File: src/rtl/decode_issue_queue_pkg.sv
// Shared decode definitions: RV32I base opcodes, RoB tag width and the
// control-field bundle produced by the per-instruction field decoder.
package decode_issue_queue_pkg;

  localparam int ROB_SIZE_WIDTH = 3;

  localparam logic [6:0] LUI     = 7'b0110111;
  localparam logic [6:0] AUIPC   = 7'b0010111;
  localparam logic [6:0] JAL     = 7'b1101111;
  localparam logic [6:0] JALR    = 7'b1100111;
  localparam logic [6:0] B_TYPE  = 7'b1100011;
  localparam logic [6:0] LD_TYPE = 7'b0000011;
  localparam logic [6:0] S_TYPE  = 7'b0100011;
  localparam logic [6:0] I_TYPE  = 7'b0010011;
  localparam logic [6:0] R_TYPE  = 7'b0110011;

  // Everything issue needs to know about an instruction except its immediate.
  typedef struct packed {
    logic [6:0] opcode;
    logic [4:0] rd;       // zero when the instruction writes no register
    logic [4:0] rs1;
    logic [4:0] rs2;
    logic       use_rs1;
    logic       use_rs2;
    logic       has_rd;
    logic       to_rs;
    logic       to_lsb;
    logic       illegal;
  } dec_ctrl_t;

endpackage

File: src/rtl/decode_issue_queue_instr_field_decode.sv
// Pure combinational field decoder: opcode -> immediate, register usage and
// target unit. Kept free of state so the Fetcher can reuse it for branch
// prediction.
module decode_issue_queue_instr_field_decode
  import decode_issue_queue_pkg::*;
(
  input  logic [31:0] instr_i,
  output logic [31:0] imm_o,
  output dec_ctrl_t   ctrl_o
);

  // Opcode-driven immediate selection and operand/destination usage.
  always_comb begin
    imm_o          = '0;
    ctrl_o         = '0;
    ctrl_o.opcode  = instr_i[6:0];
    ctrl_o.rs1     = instr_i[19:15];
    ctrl_o.rs2     = instr_i[24:20];
    case (instr_i[6:0])
      LUI, AUIPC: begin
        imm_o          = {instr_i[31:12], 12'b0};
        ctrl_o.has_rd  = 1'b1;
        ctrl_o.to_rs   = 1'b1;
      end
      JAL: begin
        imm_o          = {{11{instr_i[31]}}, instr_i[31], instr_i[19:12],
                          instr_i[20], instr_i[30:21], 1'b0};
        ctrl_o.has_rd  = 1'b1;
        ctrl_o.to_rs   = 1'b1;
      end
      JALR, I_TYPE: begin
        imm_o          = {{20{instr_i[31]}}, instr_i[31:20]};
        ctrl_o.use_rs1 = 1'b1;
        ctrl_o.has_rd  = 1'b1;
        ctrl_o.to_rs   = 1'b1;
      end
      LD_TYPE: begin
        imm_o          = {{20{instr_i[31]}}, instr_i[31:20]};
        ctrl_o.use_rs1 = 1'b1;
        ctrl_o.has_rd  = 1'b1;
        ctrl_o.to_lsb  = 1'b1;
      end
      B_TYPE: begin
        imm_o          = {{19{instr_i[31]}}, instr_i[31], instr_i[7],
                          instr_i[30:25], instr_i[11:8], 1'b0};
        ctrl_o.use_rs1 = 1'b1;
        ctrl_o.use_rs2 = 1'b1;
        ctrl_o.to_rs   = 1'b1;
      end
      S_TYPE: begin
        imm_o          = {{20{instr_i[31]}}, instr_i[31:25], instr_i[11:7]};
        ctrl_o.use_rs1 = 1'b1;
        ctrl_o.use_rs2 = 1'b1;
        ctrl_o.to_lsb  = 1'b1;
      end
      R_TYPE: begin
        ctrl_o.use_rs1 = 1'b1;
        ctrl_o.use_rs2 = 1'b1;
        ctrl_o.has_rd  = 1'b1;
        ctrl_o.to_rs   = 1'b1;
      end
      default: ctrl_o.illegal = 1'b1;
    endcase
    ctrl_o.rd = ctrl_o.has_rd ? instr_i[11:7] : 5'd0;
  end

endmodule

File: src/rtl/decode_issue_queue.sv
// Instruction queue + registered issue stage between Fetcher and the
// RS/LSB/RoB/Reg cluster. Optional macro DECODE_ILLEGAL_TRAP_EN: unknown
// opcodes issue with illegal_out=1 (no unit target) instead of being dropped.
module decode_issue_queue
  import decode_issue_queue_pkg::*;
#(
  parameter int QUEUE_DEPTH = 4,
  parameter int ROB_WIDTH   = ROB_SIZE_WIDTH,
  parameter int XLEN        = 32
) (
  input  logic                 clk,
  input  logic                 rst,
  input  logic                 rdy,
  input  logic                 clear,
  input  logic                 fetch_valid,
  input  logic [XLEN-1:0]      fetch_instr,
  input  logic [XLEN-1:0]      fetch_addr,
  output logic                 fetch_ready,
  input  logic                 rob_full,
  input  logic                 rs_full,
  input  logic                 lsb_full,
  input  logic [ROB_WIDTH-1:0] rob_tail_id,
  output logic [4:0]           reg_id1,
  output logic [4:0]           reg_id2,
  input  logic [XLEN-1:0]      reg_value1_in,
  input  logic [XLEN-1:0]      reg_value2_in,
  input  logic                 has_dep1_in,
  input  logic                 has_dep2_in,
  input  logic [ROB_WIDTH-1:0] v_rob_id1_in,
  input  logic [ROB_WIDTH-1:0] v_rob_id2_in,
  output logic                 rename_valid,
  output logic [4:0]           rename_rd,
  output logic                 issue_valid,
  output logic                 issue_to_rs,
  output logic                 issue_to_lsb,
  output logic [XLEN-1:0]      instr_out,
  output logic [XLEN-1:0]      instr_addr_out,
  output logic [XLEN-1:0]      imm_out,
  output logic [6:0]           instr_type_out,
  output logic [4:0]           rd_out,
  output logic [XLEN-1:0]      reg_value1_out,
  output logic [XLEN-1:0]      reg_value2_out,
  output logic                 has_dep1_out,
  output logic                 has_dep2_out,
  output logic [ROB_WIDTH-1:0] v_rob_id1_out,
  output logic [ROB_WIDTH-1:0] v_rob_id2_out,
  output logic [ROB_WIDTH-1:0] rd_rob_id_out
`ifdef DECODE_ILLEGAL_TRAP_EN
  ,
  output logic                 illegal_out
`endif
);

  localparam int AW = $clog2(QUEUE_DEPTH);

  // Queue storage; head is read combinationally so Reg lookup overlaps decode.
  logic [XLEN-1:0] instr_mem [QUEUE_DEPTH];
  logic [XLEN-1:0] addr_mem  [QUEUE_DEPTH];
  // Pointers carry one wrap bit above the index to tell full from empty.
  logic [AW:0] wr_ptr_q, wr_ptr_d, rd_ptr_q, rd_ptr_d;

  logic            empty, full, push, pop, issue, can_go, unit_full;
  logic [XLEN-1:0] head_instr, head_addr, imm_ext;
  logic [31:0]     dec_imm;
  dec_ctrl_t       ctrl;
  logic            src1_en, src2_en;

  assign empty       = (wr_ptr_q == rd_ptr_q);
  assign full        = (wr_ptr_q[AW-1:0] == rd_ptr_q[AW-1:0]) &&
                       (wr_ptr_q[AW] != rd_ptr_q[AW]);
  assign fetch_ready = !full;
  assign push        = fetch_valid && !full && rdy && !clear;
  assign head_instr  = instr_mem[rd_ptr_q[AW-1:0]];
  assign head_addr   = addr_mem[rd_ptr_q[AW-1:0]];

  decode_issue_queue_instr_field_decode u_field_decode (
    .instr_i (head_instr[31:0]),
    .imm_o   (dec_imm),
    .ctrl_o  (ctrl)
  );

  assign imm_ext   = XLEN'($signed(dec_imm));
  assign can_go    = !empty && rdy && !clear;
  assign unit_full = (ctrl.to_rs && rs_full) || (ctrl.to_lsb && lsb_full);

`ifdef DECODE_ILLEGAL_TRAP_EN
  // Unknown opcodes still take a RoB slot so the trap is raised in order.
  assign issue = can_go && !rob_full && (ctrl.illegal || !unit_full);
  assign pop   = issue;
`else
  logic drop;
  // Unknown opcodes leave the queue quietly and never reach the RoB.
  assign drop  = can_go && ctrl.illegal;
  assign issue = can_go && !ctrl.illegal && !rob_full && !unit_full;
  assign pop   = issue || drop;
`endif

  assign reg_id1      = ctrl.rs1;
  assign reg_id2      = ctrl.rs2;
  assign rename_valid = issue && ctrl.has_rd && (ctrl.rd != 5'd0);
  assign rename_rd    = ctrl.rd;
  assign src1_en      = ctrl.use_rs1 && (ctrl.rs1 != 5'd0);
  assign src2_en      = ctrl.use_rs2 && (ctrl.rs2 != 5'd0);

  // Pointer update: flush empties the queue, otherwise advance on push/pop.
  always_comb begin
    wr_ptr_d = wr_ptr_q;
    rd_ptr_d = rd_ptr_q;
    if (rdy && clear) begin
      wr_ptr_d = '0;
      rd_ptr_d = '0;
    end else begin
      if (push) wr_ptr_d = wr_ptr_q + 1'b1;
      if (pop)  rd_ptr_d = rd_ptr_q + 1'b1;
    end
  end

  // Pointer registers.
  always_ff @(posedge clk) begin
    if (rst) begin
      wr_ptr_q <= '0;
      rd_ptr_q <= '0;
    end else begin
      wr_ptr_q <= wr_ptr_d;
      rd_ptr_q <= rd_ptr_d;
    end
  end

  // Queue write port.
  always_ff @(posedge clk) begin
    if (push) begin
      instr_mem[wr_ptr_q[AW-1:0]] <= fetch_instr;
      addr_mem[wr_ptr_q[AW-1:0]]  <= fetch_addr;
    end
  end

  logic                 issue_valid_q, to_rs_q, to_lsb_q, dep1_q, dep2_q;
  logic [XLEN-1:0]      instr_q, addr_q, imm_q, val1_q, val2_q;
  logic [6:0]           opcode_q;
  logic [4:0]           rd_q;
  logic [ROB_WIDTH-1:0] tag1_q, tag2_q, own_tag_q;

  // Issue register: single-cycle pulse per fired instruction, held when !rdy.
  always_ff @(posedge clk) begin
    if (rst) begin
      issue_valid_q <= 1'b0;
      to_rs_q       <= 1'b0;
      to_lsb_q      <= 1'b0;
      instr_q       <= '0;
      addr_q        <= '0;
      imm_q         <= '0;
      opcode_q      <= '0;
      rd_q          <= '0;
      val1_q        <= '0;
      val2_q        <= '0;
      dep1_q        <= 1'b0;
      dep2_q        <= 1'b0;
      tag1_q        <= '0;
      tag2_q        <= '0;
      own_tag_q     <= '0;
    end else if (rdy) begin
      issue_valid_q <= issue;
      if (issue) begin
        to_rs_q   <= ctrl.to_rs;
        to_lsb_q  <= ctrl.to_lsb;
        instr_q   <= head_instr;
        addr_q    <= head_addr;
        imm_q     <= imm_ext;
        opcode_q  <= ctrl.opcode;
        rd_q      <= ctrl.rd;
        val1_q    <= src1_en ? reg_value1_in : '0;
        val2_q    <= src2_en ? reg_value2_in : '0;
        dep1_q    <= src1_en && has_dep1_in;
        dep2_q    <= src2_en && has_dep2_in;
        tag1_q    <= src1_en ? v_rob_id1_in : '0;
        tag2_q    <= src2_en ? v_rob_id2_in : '0;
        own_tag_q <= rob_tail_id;
      end
    end
  end

`ifdef DECODE_ILLEGAL_TRAP_EN
  logic illegal_q;
  // Illegal flag travels with the issued entry.
  always_ff @(posedge clk) begin
    if (rst)                illegal_q <= 1'b0;
    else if (rdy && issue)  illegal_q <= ctrl.illegal;
  end
  assign illegal_out = illegal_q;
`endif

  assign issue_valid    = issue_valid_q;
  assign issue_to_rs    = to_rs_q;
  assign issue_to_lsb   = to_lsb_q;
  assign instr_out      = instr_q;
  assign instr_addr_out = addr_q;
  assign imm_out        = imm_q;
  assign instr_type_out = opcode_q;
  assign rd_out         = rd_q;
  assign reg_value1_out = val1_q;
  assign reg_value2_out = val2_q;
  assign has_dep1_out   = dep1_q;
  assign has_dep2_out   = dep2_q;
  assign v_rob_id1_out  = tag1_q;
  assign v_rob_id2_out  = tag2_q;
  assign rd_rob_id_out  = own_tag_q;

endmodule

File: config.mk
export PLATFORM = sky130hd
export DESIGN_NAME = decode_issue_queue
export DESIGN_NICKNAME = d
export VERILOG_FILES = /design/src/rtl/decode_issue_queue_pkg.sv /design/src/rtl/decode_issue_queue_instr_field_decode.sv /design/src/rtl/decode_issue_queue.sv
export SDC_FILE = /design/constraint.sdc
export NUM_CORES = 1
export LEC_CHECK = 0
export BUFFER_PORTS_ARGS = -buffer_cell sky130_fd_sc_hd__buf_2
export CORE_UTILIZATION = 55
export CTS_BUF_LIST = sky130_fd_sc_hd__clkbuf_8 sky130_fd_sc_hd__clkbuf_16
export CTS_CLUSTER_DIAMETER = 50
export DETAILED_ROUTE_END_ITERATION = 12
export PLACE_DENSITY = 0.88
export SLEW_MARGIN = 5
export SYNTH_ARGS = -nofsm -noshare
export SYNTH_HDL_FRONTEND = slang
export SYNTH_SLANG_ARGS = --single-unit
File: constraint.sdc
create_clock -name clk -period 4.1 [get_ports clk]
set_input_delay 0.41 -clock clk [delete_from_list [all_inputs] [get_ports clk]]
set_output_delay 0.41 -clock clk [all_outputs]
set_load 0.05 [all_outputs]
==> metrics.cfg <==
[outcome]
status=finished, final reports clean

[clocking]
clkSlewWorstSetupHoldPaths_ps=70
insertion_delay_ps=560
cts_tree=yes
cts_root_buf=clkbuf_16
cts_max_path_buffers=3
cts.sink_count=443
cts_resized=0
hold_buffers=0
cts_setup_buffers=0
cts_buffers=45
htree_levels=2

[worst_setup_path]
worst_setup_path_end_kind=primary output
arrival_ps=3420
crit_path_start_kind=register
critPathKind=reg -> out
crit_required_ps=3690
crit_fanout=25

[route]
drc=0
wl_per_cell_um=22.7
drtPass1Iterations=5
drt_wl_total_um=45900
vias=12500
drtIter0Drc=1203
viasPerCell=6.18
final_antenna_net_count=0

[final_layout]
mostFrequentLayoutCell=buf_2
layout.nets=1727
drive_above_1_share=0.333
layout_common_cells=buf_2, edfxtp_1, dfxtp_1, a21oi_1, o21ai_0
layout-area-overhead-vs-synth_pct=18.2
stdcell_count=2022
num-fill-cells=2210
utilization=0.658

[power_and_ir_drop]
p_int_mw=7.10
switchingPower_mw=1.95
max-vdd-ir-drop_v=0.000402
power_density_nw_per_um2=436
clkPwrFrac=0.443
power_leakage_nw=7.53
p_seq_frac=0.523
switching_share=0.215
power_frac_comb=0.033

[placed_design]
dp_cells=1930
place_hpwl_um=27800
gp_congestion=0.862
io_buffer_count=349

[floorplan]
rows=65
dieArea_um2=32600
dieWidth_um=181
boundaryPins=350
start_util=0.557
dieHeight_um=181
core_um2=31500

[global_route]
grt_pass1_vias=12300
grt_max_degree=170
grt_pass1_wl_um=69900
antenna_found_initial=10
grt_overflow_total=0
grt_use_total=0.277

[synthesis]
ys_ff_latch=443
synth_cell_types=65
seq_area_frac_synth=0.652
async_reset_ff_frac=0
yosysWarnings=0
syn_area_um2=17500
synthFlopType=edfxtp_1
synth_edf_count=256
syn_nets=1453
syn_area_per_cell_um2=13.5
syn_inst=1301

[timing]
drv_slew=0
whs_ps=62.2
fin_skew_ps=33.7
hold_viol_final=0
setup_viol=0
final.setup.tns_ps=0
timing.final.crit_share=0.933
tightest_slew_ps=1070
rsz0062_at_grt=no
max-slew-margin-rel=0.285
max_freq_ghz=0.261
finalCriticalPeriod_ps=3830

[flow_run]
cap_violations=0

[min_path]
min_from=fetch_instr[10]
min_path_type=in -> reg

[flip-flops by register name, indices dropped and copies added (netlist names), 5 cells and up, named ones only]
register	count
addr_mem	128
instr_mem	128
imm_out	32
instr_addr_out	32
instr_out	32
reg_value1_out	32
reg_value2_out	32
rd_out	5
[metrics by stage]
stage               area (µm²)  power (mW)  worst slack [ps]
floorplan                17500        4.99               603
global placement         19200        5.11               647
detailed placement       19200        5.13               531
CTS                      20700        9.09              97.2
global route             20700        9.30               126
finish                   20700        9.04               273
[power groups by stage]
| stage | sequential (mW) | clock (mW) | combinational, mW |
|---|---|---|---|
| after CTS | 4.73 | 4.06 | 0.300 |
| final | 4.73 | 4.01 | 0.302 |
| after detailed placement | 4.83 | 0 | 0.297 |
| after global placement | 4.83 | 0 | 0.288 |
| after global routing | 4.73 | 4.25 | 0.321 |
| after floorplan | 4.83 | 0 | 0.161 |
[critical path: stages, from the launching register on]
cell and delay (ps):
dfxtp_2 540, buf_6 370, nand4b_1 270, and4_1 340, or3_1 480, a21oi_4 220, nand2_2 190, nor2_1 160
buf_2 290
[cell usage after synthesis, drive strengths merged, types with 4 or more instances]
| master | count | share of area |
|---|---|---|
| nand2b | 81 | 0.029 |
| mux4 | 62 | 0.080 |
| and2 | 9 | 0.0032 |
| buf | 80 | 0.031 |
| a311oi | 9 | 0.0049 |
| and3 | 5 | 0.0019 |
| nand4 | 79 | 0.028 |
| ha | 5 | 0.0036 |
| a21oi | 117 | 0.033 |
| nand3 | 67 | 0.019 |
| a211oi | 17 | 0.012 |
| nor2b | 11 | 0.0039 |
| a22oi | 4 | 0.0017 |
| edfxtp | 256 | 0.44 |
| nor2 | 19 | 0.0049 |
| dfxtp | 187 | 0.21 |
| o31ai | 7 | 0.0030 |
| clkbuf | 59 | 0.013 |
| nand2 | 16 | 0.0037 |
| o21ai | 154 | 0.044 |
| inv | 5 | 0.0011 |
| nor3 | 5 | 0.0014 |
[routing by layer]
metal	GRT usage	wire, µm
met1	0.348	17400
met2	0.454	22300
met3	0.0669	4250
met4	0.133	1980
met5	0	12
[logic make-up after synthesis]
family / share of synthesized area
flip-flops: 0.652
AO/OA/AOI/OAI: 0.110
AND/OR/NAND/NOR: 0.106
buffers and inverters: 0.0449
multiplexers: 0.0813
XOR/XNOR: 0.00250
adder cells (fa/ha/maj): 0.00357
[path summary, 6_finish.rpt]
kind	endpoint	slack, ps	cells past startpoint
max	rename_valid	270	8
max reg2reg	instr_addr_out[8]	470	7
min reg2reg	has_dep1_out	460	2
min	instr_mem[0][10]	60	1
[layout make-up]
class / count / area (µm²) / area share
Multi-Input combinational cell: 714 / 5350 / 0.258
Inverter: 5 / 18.8 / 0.000906
Clock buffer: 49 / 1190 / 0.0575
Antenna cell: 9 / 22.5 / 0.00109
Timing Repair Buffer: 366 / 1930 / 0.0933
Tap cell: 402 / 503 / 0.0243
Sequential cell: 443 / 11400 / 0.552
Clock inverter: 34 / 272 / 0.0131
Note: power is estimated with default switching activity, not from simulation.
